--- config.mk ---
export PLATFORM = sky130hd
export DESIGN_NAME = maq_bcd_cont
export DESIGN_NICKNAME = d
export VERILOG_FILES = /design/src/rtl/maq_bcd_cont.sv
export SDC_FILE = /design/constraint.sdc
export NUM_CORES = 1
export LEC_CHECK = 0
export BUFFER_PORTS_ARGS = -buffer_cell sky130_fd_sc_hd__buf_2
export CAP_MARGIN = 30
export CORE_MARGIN = 5
export CORE_UTILIZATION = 52
export CTS_BUF_LIST = sky130_fd_sc_hd__clkbuf_2 sky130_fd_sc_hd__clkbuf_4 sky130_fd_sc_hd__clkbuf_8
export DETAILED_ROUTE_END_ITERATION = 6
export GPL_TIMING_DRIVEN = 0
export PLACE_DENSITY = 0.77
export RECOVER_POWER = 50
export REMOVE_ABC_BUFFERS = 1
export SLEW_MARGIN = 30
export SYNTH_ARGS = -nofsm -noshare
export SYNTH_HDL_FRONTEND = slang
export SYNTH_SLANG_ARGS = --single-unit
--- constraint.sdc ---
create_clock -name maqc_clock -period 3.2 [get_ports maqc_clock]
set_input_delay 0.64 -clock maqc_clock [delete_from_list [all_inputs] [get_ports maqc_clock]]
set_output_delay 0.64 -clock maqc_clock [all_outputs]
set_load 0.1 [all_outputs]
--- src/rtl/maq_bcd_cont.sv ---
// Two-digit BCD modulo counter (MINIMO..MAXIMO) with synchronous preset and
// single-cycle carry/borrow pulses; one instance per clock time field.
module maq_bcd_cont #(
  parameter int MINIMO = 0,
  parameter int MAXIMO = 23
) (
  input  logic       maqc_clock,
  input  logic       maqc_reset,
  input  logic       maqc_enable,
  input  logic       maqc_incremento,
  input  logic       maqc_decremento,
  input  logic       maqc_carga,
  input  logic [3:0] maqc_carga_msd,
  input  logic [3:0] maqc_carga_lsd,
  output logic [3:0] maqc_msd,
  output logic [3:0] maqc_lsd,
  output logic       maqc_carry,
  output logic       maqc_borrow,
  output logic       maqc_erro
);

  if (MINIMO < 0 || MINIMO >= MAXIMO || MAXIMO > 99) begin : g_bad_bounds
    $error("maq_bcd_cont: illegal bounds MINIMO=%0d MAXIMO=%0d", MINIMO, MAXIMO);
  end

  localparam logic [3:0] MIN_MSD = 4'(MINIMO / 10);
  localparam logic [3:0] MIN_LSD = 4'(MINIMO % 10);
  localparam logic [3:0] MAX_MSD = 4'(MAXIMO / 10);
  localparam logic [3:0] MAX_LSD = 4'(MAXIMO % 10);

  int         cur_val;
  int         load_val;
  logic       load_ok;
  logic       step_up;
  logic       step_down;
  logic [3:0] msd_next;
  logic [3:0] lsd_next;
  logic       carry_next;
  logic       borrow_next;
  logic       erro_next;

  // Bound checks use the full two-digit value so 19->20 and 23->00 behave.
  always_comb begin
    cur_val     = 10 * int'(maqc_msd) + int'(maqc_lsd);
    load_val    = 10 * int'(maqc_carga_msd) + int'(maqc_carga_lsd);
    load_ok     = (maqc_carga_msd <= 4'd9) && (maqc_carga_lsd <= 4'd9) &&
                  (load_val >= MINIMO) && (load_val <= MAXIMO);
    step_up     = maqc_enable && maqc_incremento && !maqc_decremento;
    step_down   = maqc_enable && maqc_decremento && !maqc_incremento;
    msd_next    = maqc_msd;
    lsd_next    = maqc_lsd;
    carry_next  = 1'b0;
    borrow_next = 1'b0;
    erro_next   = 1'b0;

    if (maqc_carga) begin
      if (load_ok) begin
        msd_next = maqc_carga_msd;
        lsd_next = maqc_carga_lsd;
      end else begin
        erro_next = 1'b1;
      end
    end else if (step_up) begin
      if (cur_val == MAXIMO) begin
        msd_next   = MIN_MSD;
        lsd_next   = MIN_LSD;
        carry_next = 1'b1;
      end else if (maqc_lsd == 4'd9) begin
        lsd_next = 4'd0;
        msd_next = maqc_msd + 4'd1;
      end else begin
        lsd_next = maqc_lsd + 4'd1;
      end
    end else if (step_down) begin
      if (cur_val == MINIMO) begin
        msd_next    = MAX_MSD;
        lsd_next    = MAX_LSD;
        borrow_next = 1'b1;
      end else if (maqc_lsd == 4'd0) begin
        lsd_next = 4'd9;
        msd_next = maqc_msd - 4'd1;
      end else begin
        lsd_next = maqc_lsd - 4'd1;
      end
    end
  end

  always_ff @(posedge maqc_clock or negedge maqc_reset) begin
    if (!maqc_reset) begin
      maqc_msd    <= MIN_MSD;
      maqc_lsd    <= MIN_LSD;
      maqc_carry  <= 1'b0;
      maqc_borrow <= 1'b0;
      maqc_erro   <= 1'b0;
    end else begin
      maqc_msd    <= msd_next;
      maqc_lsd    <= lsd_next;
      maqc_carry  <= carry_next;
      maqc_borrow <= borrow_next;
      maqc_erro   <= erro_next;
    end
  end

endmodule

==> impl_metrics.json, run 1 <==
{
  "outcome": "completed",
  "die_y_um": 61.28,
  "latest_clock_arrival_within_the_worst_skew_pair_ps": 270,
  "critical_path_cell_count": 11,
  "crit_path_start": "maqc_carga_msd[1]",
  "max-clock-path-buffers": 2,
  "detail_route.drc_violations": 0,
  "asyncSetResetFlopFracSynth": 1.000,
  "layout.cells.most_common_list": "ha_1, buf_2, nor2_1, a21oi_1, nand2_1",
  "total_leakage_power_nw": 0.7591,
  "crit_required_ps": 3360,
  "reg_to_reg_endpoint": "maqc_msd[2]$_DFFE_PN0P_",
  "filler_cell_count": 199,
  "cap_violations": 0,
  "max_slew_violation_total_from_the_final_report": 0,
  "hold_buffers": 0,
  "netlist_area_um2": 1368,
  "routed_via_density": 6.049,
  "endpoint_kind": "flop",
  "fin_skew_ps": 5.949,
  "gp_congestion": 0.8960,
  "die_area_um2": 3755,
  "synth_top_flop_cell": "dfrtp_1",
  "fin_tns_setup_ps": 0,
  "multi_input_area_um2": 1106,
  "final_cell_area_um2": 1660,
  "crit_arrival_ps": 3250,
  "finalSetupViolations": 0,
  "grt_max_degree": 21,
  "cpMaxStageDelayCell": "fa_1",
  "std_cell_rows": 18,
  "diodes": 0,
  "p_per_area_nw_per_um2": 1070,
  "critPathLaunchType": "input pin",
  "antenna_found_initial": 0,
  "worstMarginPinSlew_ps": 1167,
  "antenna_violating_nets_post_route": 0,
  "path_max_fanout": 8,
  "critical-path-top-delay-family": "adder cells",
  "vias": 1361,
  "synth_seq_cells": 11,
  "gr-usage-all-layers": 0.2001,
  "power.ir.vdd_worst_uv": 750.1,
  "detail_route.wl_per_cell_um": 15.93,
  "timing.rr.start": "maqc_msd[3]$_DFFE_PN0P_",
  "ioPinCount": 25,
  "synth.yosys.seq_area_share": 0.2013,
  "ctsHtreeMaxLevel": 1,
  "critical_path.cell_chain": "buf_2 -> ha_1 -> ha_1 -> fa_1 -> or3_1 -> a21oi_1 -> o311a_1 -> a21o_4 -> a2bb2oi_1 -> o31a_1 -> a22oi_2",
  "layout.nets": 233,
  "synth_edf_count": 0,
  "drt-total-wl_um": 3584,
  "yosys.area.top_type_share": 0.2013,
  "timing.slew.headroom": 0.2252,
  "floorplan.initialDensity": 0.5470,
  "finalHoldViolCount": 0,
  "timing.fmax_ghz": 0.3232,
  "r2r.worst_path.cells": 10,
  "path_common_cell": "ha_1",
  "post_synth.cell_area_avg_um2": 8.494,
  "crit_path_max_incr_delay_ps": 510,
  "overflow_left_after_global_routing": 0,
  "synth_cell_type_count": 45,
  "regToRegSetupSlack_ps": 140,
  "final.period_utilization": 0.9669,
  "drt_iter0_drc": 43,
  "clk_pin_slew_ps": 80,
  "setup_slack_ps": 106.0,
  "grt_pass1_wl_um": 5595,
  "cts.sink_count": 11,
  "period_needed_ps": 3094,
  "place_ws_ps": -268.5,
  "critPathBufInv": 1,
  "total_power_mw": 1.777,
  "synth.area.top_cells": "dfrtp_1, ha_1, fa_1",
  "cts_made_buffers": 3,
  "fp.dieW_um": 61.28,
  "synthesis.yosys.warnings": 0,
  "port_buffers": 24,
  "first_drt_pass_iteration_count": 4,
  "netlist_instances": 161,
  "path_class": "input pin to flop",
  "placedInstanceArea_um2": 1518,
  "setup.worst_path.end": "maqc_msd[3]$_DFFE_PN0P_",
  "clock_tree.root_cell": "clkbuf_4",
  "yosys.area.top_type": "dfrtp_1",
  "detailedPlacementHpwl_um": 2635,
  "area_delta_synth_final_pct": 21.41,
  "coreArea_um2": 2500,
  "first_global_vias": 1304,
  "clock_tree_from_tritoncts": "yes",
  "hold_path_class": "input pin to async pin",
  "seqCellArea_um2": 280.3,
  "post_route_cells_drive_above_1_share": 0.2718
}
-- cells in the mapped netlist (all sizes together), types with 4 or more instances --
| cell type | number |
|---|---|
| a21oi | 14 |
| fa | 4 |
| xnor2 | 7 |
| inv | 9 |
| o21ai | 9 |
| nor2 | 17 |
| dfrtp | 11 |
| ha | 19 |
| nand2 | 13 |
| nor3 | 5 |
| nand3 | 6 |
-- where the power goes --
part	switching [mW]	total (mW)	internal [mW]
registers	0.0797	0.265	0.186
logic	0.905	1.40	0.495
clock network	0.0541	0.111	0.0567
-- through the flow --
| step | util | std cells | hold slack [ps] |
|---|---|---|---|
| 6_report | 0.6642 | 225 | 356.5 |
| 5_1_grt | 0.6642 | 225 | 412.1 |
| 4_1_cts | 0.6351 | 220 | 238.7 |
| 3_5_place_dp | 0.6071 | 213 | 535.9 |
| 3_3_place_gp | 0.6071 | 213 | 530.1 |
| 2_1_floorplan | - | 159 | 344.4 |
-- how the worst min path moves through the flow --
stage / start / endpoint / depth (start not counted)
3_5_place_dp: maqc_reset / maqc_msd[2]$_DFFE_PN0P_ / 1
2_1_floorplan: maqc_reset / maqc_borrow$_DFF_PN0_ / 0
3_3_place_gp: maqc_reset / maqc_msd[2]$_DFFE_PN0P_ / 1
6_report: maqc_reset / maqc_msd[2]$_DFFE_PN0P_ / 1
5_1_grt: maqc_reset / maqc_erro$_DFF_PN0_ / 1
4_1_cts: maqc_reset / maqc_msd[2]$_DFFE_PN0P_ / 1
-- registers in the layout, summed over array words and instances, names as in the netlist --
name,cells
maqc_borrow,1
maqc_carry,1
maqc_msd,4
maqc_lsd,4
maqc_erro,1
-- kinds of logic after synthesis --
logic type	synth area share
compound gates	0.2653
xor+xnor	0.06405
fa+ha+maj	0.2324
buf+inv	0.03019
flops	0.2013
mux	0.007320
simple gates	0.1995
-- cell type report --
type	instances	share of cell area
Inverter	9	0.02035
Tap cell	30	0.02261
Clock buffer	4	0.01809
Timing Repair Buffer	32	0.1040
Sequential cell	11	0.1688
Multi-Input combinational cell	139	0.6662
-- per-layer routing --
layer	GRT usage	routed length, um	vias up
met4	0.1053	63	0
met5	0	0	-
li1	-	-	662
met2	0.3429	1713	58
met3	0.01887	210	8
met1	0.2471	1596	633
-- timing repair --
item	in CTS	in global routing
gates resized for setup	5	12
cloned	0	0
endpoints found under the setup margin	3	6
setup buffers	3	5
pin swaps	1	4
endpoints found under the hold margin	0	0
-- worst reg2reg max path, stage by stage, from the launching register on --
cell     delay (ps)
dfrtp_2         430
ha_1            280
ha_2            200
fa_2            590
xnor2_1          90
o31ai_2         270
nor3b_4         290
a21oi_1         170
a21oi_2         190
o21ai_2         110
a211o_1         320
Power figures use the tool's default switching activity.
==> run 2, diff against run 1 <==
--- a/config.mk
+++ b/config.mk
@@ -7,6 +7,7 @@
 export LEC_CHECK = 0
 export BUFFER_PORTS_ARGS = -buffer_cell sky130_fd_sc_hd__buf_2
 export CAP_MARGIN = 30
+export CORE_ASPECT_RATIO = 1.4
 export CORE_MARGIN = 5
 export CORE_UTILIZATION = 52
 export CTS_BUF_LIST = sky130_fd_sc_hd__clkbuf_2 sky130_fd_sc_hd__clkbuf_4 sky130_fd_sc_hd__clkbuf_8
==> run 2 against run 1 <==
Net effect: die area rose by 0.39%; count of clock-buffer cells in the layout did not move; first-iteration DRC count rose by 16%; routed wire length up 3.2%; clock skew grew 0.93 ps; cell area grew 0.68%; total power grew 1.6%; sequential power up 5%; combinational power about the same; critical path type is now flop to flop; highest routed layer unchanged.
==> impl_metrics.json, run 2 (synthesized netlist as in run 1, its figures left out) <==
{
  "area_delta_synth_final_pct": 22.23,
  "overflow_left_after_global_routing": 0,
  "outcome": "completed",
  "clock_tree_from_tritoncts": "yes",
  "critical_path.cell_chain": "ha_1 -> ha_1 -> fa_2 -> xnor2_1 -> o31ai_2 -> nor3b_4 -> a21oi_2 -> a221oi_2 -> nor4bb_1 -> a211o_1",
  "vias": 1385,
  "power.ir.vdd_worst_uv": 837.2,
  "crit_path_start": "maqc_msd[1]$_DFFE_PN0P_",
  "hold_path_class": "input pin to async pin",
  "diodes": 0,
  "ioPinCount": 25,
  "finalSetupViolations": 0,
  "clock_tree.root_cell": "clkbuf_4",
  "die_y_um": 70.68,
  "p_per_area_nw_per_um2": 1079,
  "cts_made_buffers": 3,
  "coreArea_um2": 2587,
  "layout.cells.most_common_list": "ha_1, buf_2, nor2_1, nand2_1, a21oi_1",
  "crit_arrival_ps": 3320,
  "largest_registers": "maqc_lsd (4), maqc_msd (4)",
  "worstMarginPinSlew_ps": 1166,
  "total_leakage_power_nw": 0.7591,
  "critical-path-top-delay-family": "adder cells",
  "drt_iter0_drc": 50,
  "port_buffers": 24,
  "gp_congestion": 0.8943,
  "grt_max_degree": 21,
  "crit_path_max_incr_delay_ps": 580,
  "clk_pin_slew_ps": 80,
  "layout.nets": 233,
  "finalHoldViolCount": 0,
  "fp.dieW_um": 53.34,
  "ctsHtreeMaxLevel": 1,
  "detail_route.wl_per_cell_um": 16.02,
  "timing.slew.headroom": 0.2261,
  "die_area_um2": 3770,
  "critPathLaunchType": "flop",
  "std_cell_rows": 22,
  "path_max_fanout": 4,
  "endpoint_kind": "flop",
  "grt_pass1_wl_um": 5830,
  "first_global_vias": 1376,
  "critPathBufInv": 0,
  "antenna_found_initial": 0,
  "first_drt_pass_iteration_count": 4,
  "detailedPlacementHpwl_um": 2786,
  "crit_required_ps": 3360,
  "gr-usage-all-layers": 0.1971,
  "final.period_utilization": 0.9901,
  "total_power_mw": 1.804,
  "fin_skew_ps": 6.877,
  "fin_tns_setup_ps": 0,
  "timing.rr.start": "maqc_msd[1]$_DFFE_PN0P_",
  "max-clock-path-buffers": 2,
  "cap_violations": 0,
  "drt-total-wl_um": 3700,
  "timing.fmax_ghz": 0.3156,
  "cts.sink_count": 11,
  "latest_clock_arrival_within_the_worst_skew_pair_ps": 270,
  "max_slew_violation_total_from_the_final_report": 0,
  "post_route_cells_drive_above_1_share": 0.2615,
  "detail_route.drc_violations": 0,
  "antenna_violating_nets_post_route": 0,
  "routed_via_density": 5.996,
  "path_common_cell": "ha_1",
  "floorplan.initialDensity": 0.5285,
  "rsz0062_at_grt": "true",
  "period_needed_ps": 3168,
  "path_class": "flop to flop",
  "cpMaxStageDelayCell": "fa_2"
}
## run 2: layer usage
metal / part of all wire / track usage / up-vias
met5: 0 / 0 / -
met4: 0.027 / 0.08239 / 0
met3: 0.049 / 0.01895 / 15
met2: 0.54 / 0.3520 / 61
met1: 0.39 / 0.2292 / 641
li1: - / - / 668
## run 2: what timing repair did
item                       in CTS  in global routing
hold buffers                    0                  0
setup endpoints to repair       3                  5
pin swaps                       1                  4
setup buffers                   1                  7
resized for setup               2                 15
gates cloned                    0                  0
## run 2: path summary, 6_finish.rpt
path	end	slack [ps]	cells past startpoint
hold reg to reg	maqc_lsd[3]$_DFFE_PN0P_	670	2
setup / recovery	maqc_msd[2]$_DFFE_PN0P_	30	10
max in group asynchronous	maqc_msd[1]$_DFFE_PN0P_	2400	1
setup reg to reg	maqc_msd[2]$_DFFE_PN0P_	30	10
hold / removal	maqc_lsd[3]$_DFFE_PN0P_	350	1
min in group maqc_clock	maqc_lsd[0]$_DFFE_PN0P_	650	3
## run 2: area by class of cell
| cell class | count | area, um2 |
|---|---|---|
| multi-input combinational | 139 | 1110 |
| sequential | 11 | 279.0 |
| inverter | 9 | 33.78 |
| clock buffer | 4 | 30.03 |
| timing repair buffer | 32 | 173.9 |
| tap | 36 | 45.04 |
| fill | 242 | 915.9 |
## run 2: report_power, final
part	switching, mW	leakage (nW)	internal [mW]
clock network	0.0521	0.0184	0.0567
registers	0.0944	0.132	0.184
logic	0.914	0.609	0.503
total	1.06	0.759	0.744
## run 2: per-stage QoR
stage | cell area, um2 | worst slack [ps] | hold WS, ps | std cells | utilization
after CTS | 1569 | 1.746 | 234.3 | 224 | 0.6064
final | 1672 | 31.83 | 352.4 | 231 | 0.6460
after global routing | 1672 | -103.0 | 405.2 | 231 | 0.6460
after detailed placement | 1525 | -248.5 | 526.5 | 219 | 0.5895
after floorplan | 1360 | -444.7 | 344.4 | 159 | -
after global placement | 1525 | -177.5 | 522.6 | 219 | 0.5895
==> run 3, diff against run 2 <==
--- a/config.mk
+++ b/config.mk
@@ -15,7 +15,6 @@
 export GPL_TIMING_DRIVEN = 0
 export PLACE_DENSITY = 0.77
 export RECOVER_POWER = 50
-export REMOVE_ABC_BUFFERS = 1
 export SLEW_MARGIN = 30
 export SYNTH_ARGS = -nofsm -noshare
 export SYNTH_HDL_FRONTEND = slang
==> run 3 against run 2 <==
Net effect: core utilization increased by 1.5 points; highest routed layer unchanged; cell area is 2.2% higher; flip-flop and latch count is the same; critical path type unchanged; fmax grew 2.2%; global-route usage decreased by 0.075 points; register-to-register slack improved by 70 ps; total power is 0.44% higher; sequential power increased by 1%; final cell count is the same; combinational power about the same; critical path depth is the same; die area is the same.
==> impl_metrics.json, run 3 (synthesized netlist as in run 1, its figures left out) <==
{
  "total_leakage_power_nw": 0.7578,
  "regToRegSetupSlack_ps": 100,
  "layout.nets": 233,
  "worstMarginPinSlew_ps": 1193,
  "die_y_um": 70.68,
  "timing.slew.headroom": 0.2081,
  "setup_slack_ps": 101.0,
  "max-clock-path-buffers": 2,
  "die_area_um2": 3770,
  "cap_violations": 0,
  "detail_route.drc_violations": 0,
  "crit_arrival_ps": 3260,
  "layout.cells.most_common": "buf_2",
  "placedInstanceArea_um2": 1546,
  "first_drt_pass_iteration_count": 4,
  "outcome": "completed",
  "ctsHtreeMaxLevel": 1,
  "path_max_fanout": 4,
  "area_delta_synth_final_pct": 24.98,
  "latest_clock_arrival_within_the_worst_skew_pair_ps": 270,
  "gp_congestion": 0.8861,
  "ioPinCount": 25,
  "largest_registers": "maqc_lsd (4), maqc_msd (4)",
  "vias": 1366,
  "path_class": "flop to flop",
  "floorplan.initialDensity": 0.5285,
  "gr-usage-all-layers": 0.1963,
  "finalSetupViolations": 0,
  "fin_skew_ps": 0.3438,
  "place_ws_ps": -255.8,
  "routed_via_density": 5.913,
  "cts.sink_count": 11,
  "r2r.worst_path.cells": 10,
  "grt_pass1_wl_um": 5768,
  "period_needed_ps": 3099,
  "syn_nets": 198,
  "clk_pin_slew_ps": 70,
  "max_slew_violation_total_from_the_final_report": 0,
  "clock_tree_from_tritoncts": "yes",
  "coreArea_um2": 2587,
  "finalHoldViolCount": 0,
  "final_cell_area_um2": 1709,
  "detailedPlacementHpwl_um": 2676,
  "post_route_cells_drive_above_1_share": 0.2718,
  "endpoint_kind": "flop",
  "drt-total-wl_um": 3396,
  "p_per_area_nw_per_um2": 1060,
  "final.period_utilization": 0.9684,
  "crit_required_ps": 3360,
  "filler_cell_count": 239,
  "detail_route.wl_per_cell_um": 14.70,
  "clock_tree.root_cell": "clkbuf_4",
  "std_cell_rows": 22,
  "grt_max_degree": 12,
  "diodes": 0,
  "critPathLaunchType": "flop",
  "port_buffers": 24,
  "hold_path_class": "input pin to async pin",
  "timing.fmax_ghz": 0.3227,
  "reg_to_reg_endpoint": "maqc_msd[2]$_DFFE_PN0P_",
  "fp.dieW_um": 53.34,
  "power.ir.vdd_worst_uv": 857.9,
  "timing.rr.start": "maqc_msd[1]$_DFFE_PN0P_",
  "overflow_left_after_global_routing": 0,
  "layout.cells.most_common_list": "buf_2, nor2_1, ha_1, nand2_1, a21oi_1",
  "antenna_violating_nets_post_route": 0,
  "antenna_found_initial": 0,
  "first_global_vias": 1334,
  "cts_made_buffers": 3,
  "drt_iter0_drc": 27
}
## run 3: how the worst max path moves through the flow
stage                            start                      end  slack (ps)  depth (start not counted)
6_report       maqc_msd[1]$_DFFE_PN0P_  maqc_msd[2]$_DFFE_PN0P_         100                         10
5_1_grt        maqc_msd[1]$_DFFE_PN0P_  maqc_msd[2]$_DFFE_PN0P_         -50                         10
4_1_cts        maqc_msd[1]$_DFFE_PN0P_  maqc_msd[3]$_DFFE_PN0P_          10                         11
3_5_place_dp         maqc_carga_msd[1]  maqc_msd[2]$_DFFE_PN0P_        -260                         10
3_3_place_gp         maqc_carga_msd[1]  maqc_msd[2]$_DFFE_PN0P_        -180                         10
2_1_floorplan  maqc_msd[1]$_DFFE_PN0P_  maqc_msd[2]$_DFFE_PN0P_          20                         11
## run 3: per-stage QoR
stage	hold slack, ps	setup TNS (ps)	cells	util	power [mW]
2_1_floorplan	344.4	0	161	-	1.296
3_3_place_gp	520.7	-417.0	221	0.5977	1.489
3_5_place_dp	525.9	-900.3	221	0.5977	1.522
4_1_cts	229.7	0	228	0.6233	1.672
5_1_grt	406.8	-80.14	231	0.6605	1.950
6_report	350.8	0	231	0.6605	1.812
## run 3: routing by layer
metal / global-route usage / up-vias / part of all wire
li1: - / 664 / -
met1: 0.2398 / 648 / 0.41
met2: 0.3452 / 47 / 0.52
met3: 0.008421 / 7 / 0.048
met4: 0.08239 / 0 / 0.022
met5: 0 / - / 0
## run 3: critical path: stages, from the launching register on
cell     delay [ps]
dfrtp_4         490
ha_4            240
ha_2            190
fa_2            590
xnor2_1         130
o31ai_4         240
nor3b_4         360
a21oi_4         110
a21oi_2         180
o21ai_2         110
a211o_1         320
## run 3: layout make-up
| type | instances | area, um2 | share of cell area |
|---|---|---|---|
| Multi-Input combinational cell | 139 | 1150 | 0.6728 |
| Buffer | 2 | 7.507 | 0.004392 |
| Sequential cell | 11 | 285.3 | 0.1669 |
| Timing Repair Buffer | 30 | 157.7 | 0.09224 |
| Clock buffer | 4 | 30.03 | 0.01757 |
| Tap cell | 36 | 45.04 | 0.02635 |
| Inverter | 9 | 33.78 | 0.01977 |
## run 3: repair_timing
item | CTS | global route
gates cloned | 0 | 0
buffers inserted | 3 | 3
hold buffers | 0 | 0
endpoints found under the setup margin | 3 | 4
pin swaps | 1 | 7
resized for setup | 4 | 13
## run 3: report_power, final
part / internal (mW) / switching (mW)
Sequential: 0.190 / 0.0926
Clock: 0.0569 / 0.0483
Combinational: 0.503 / 0.921
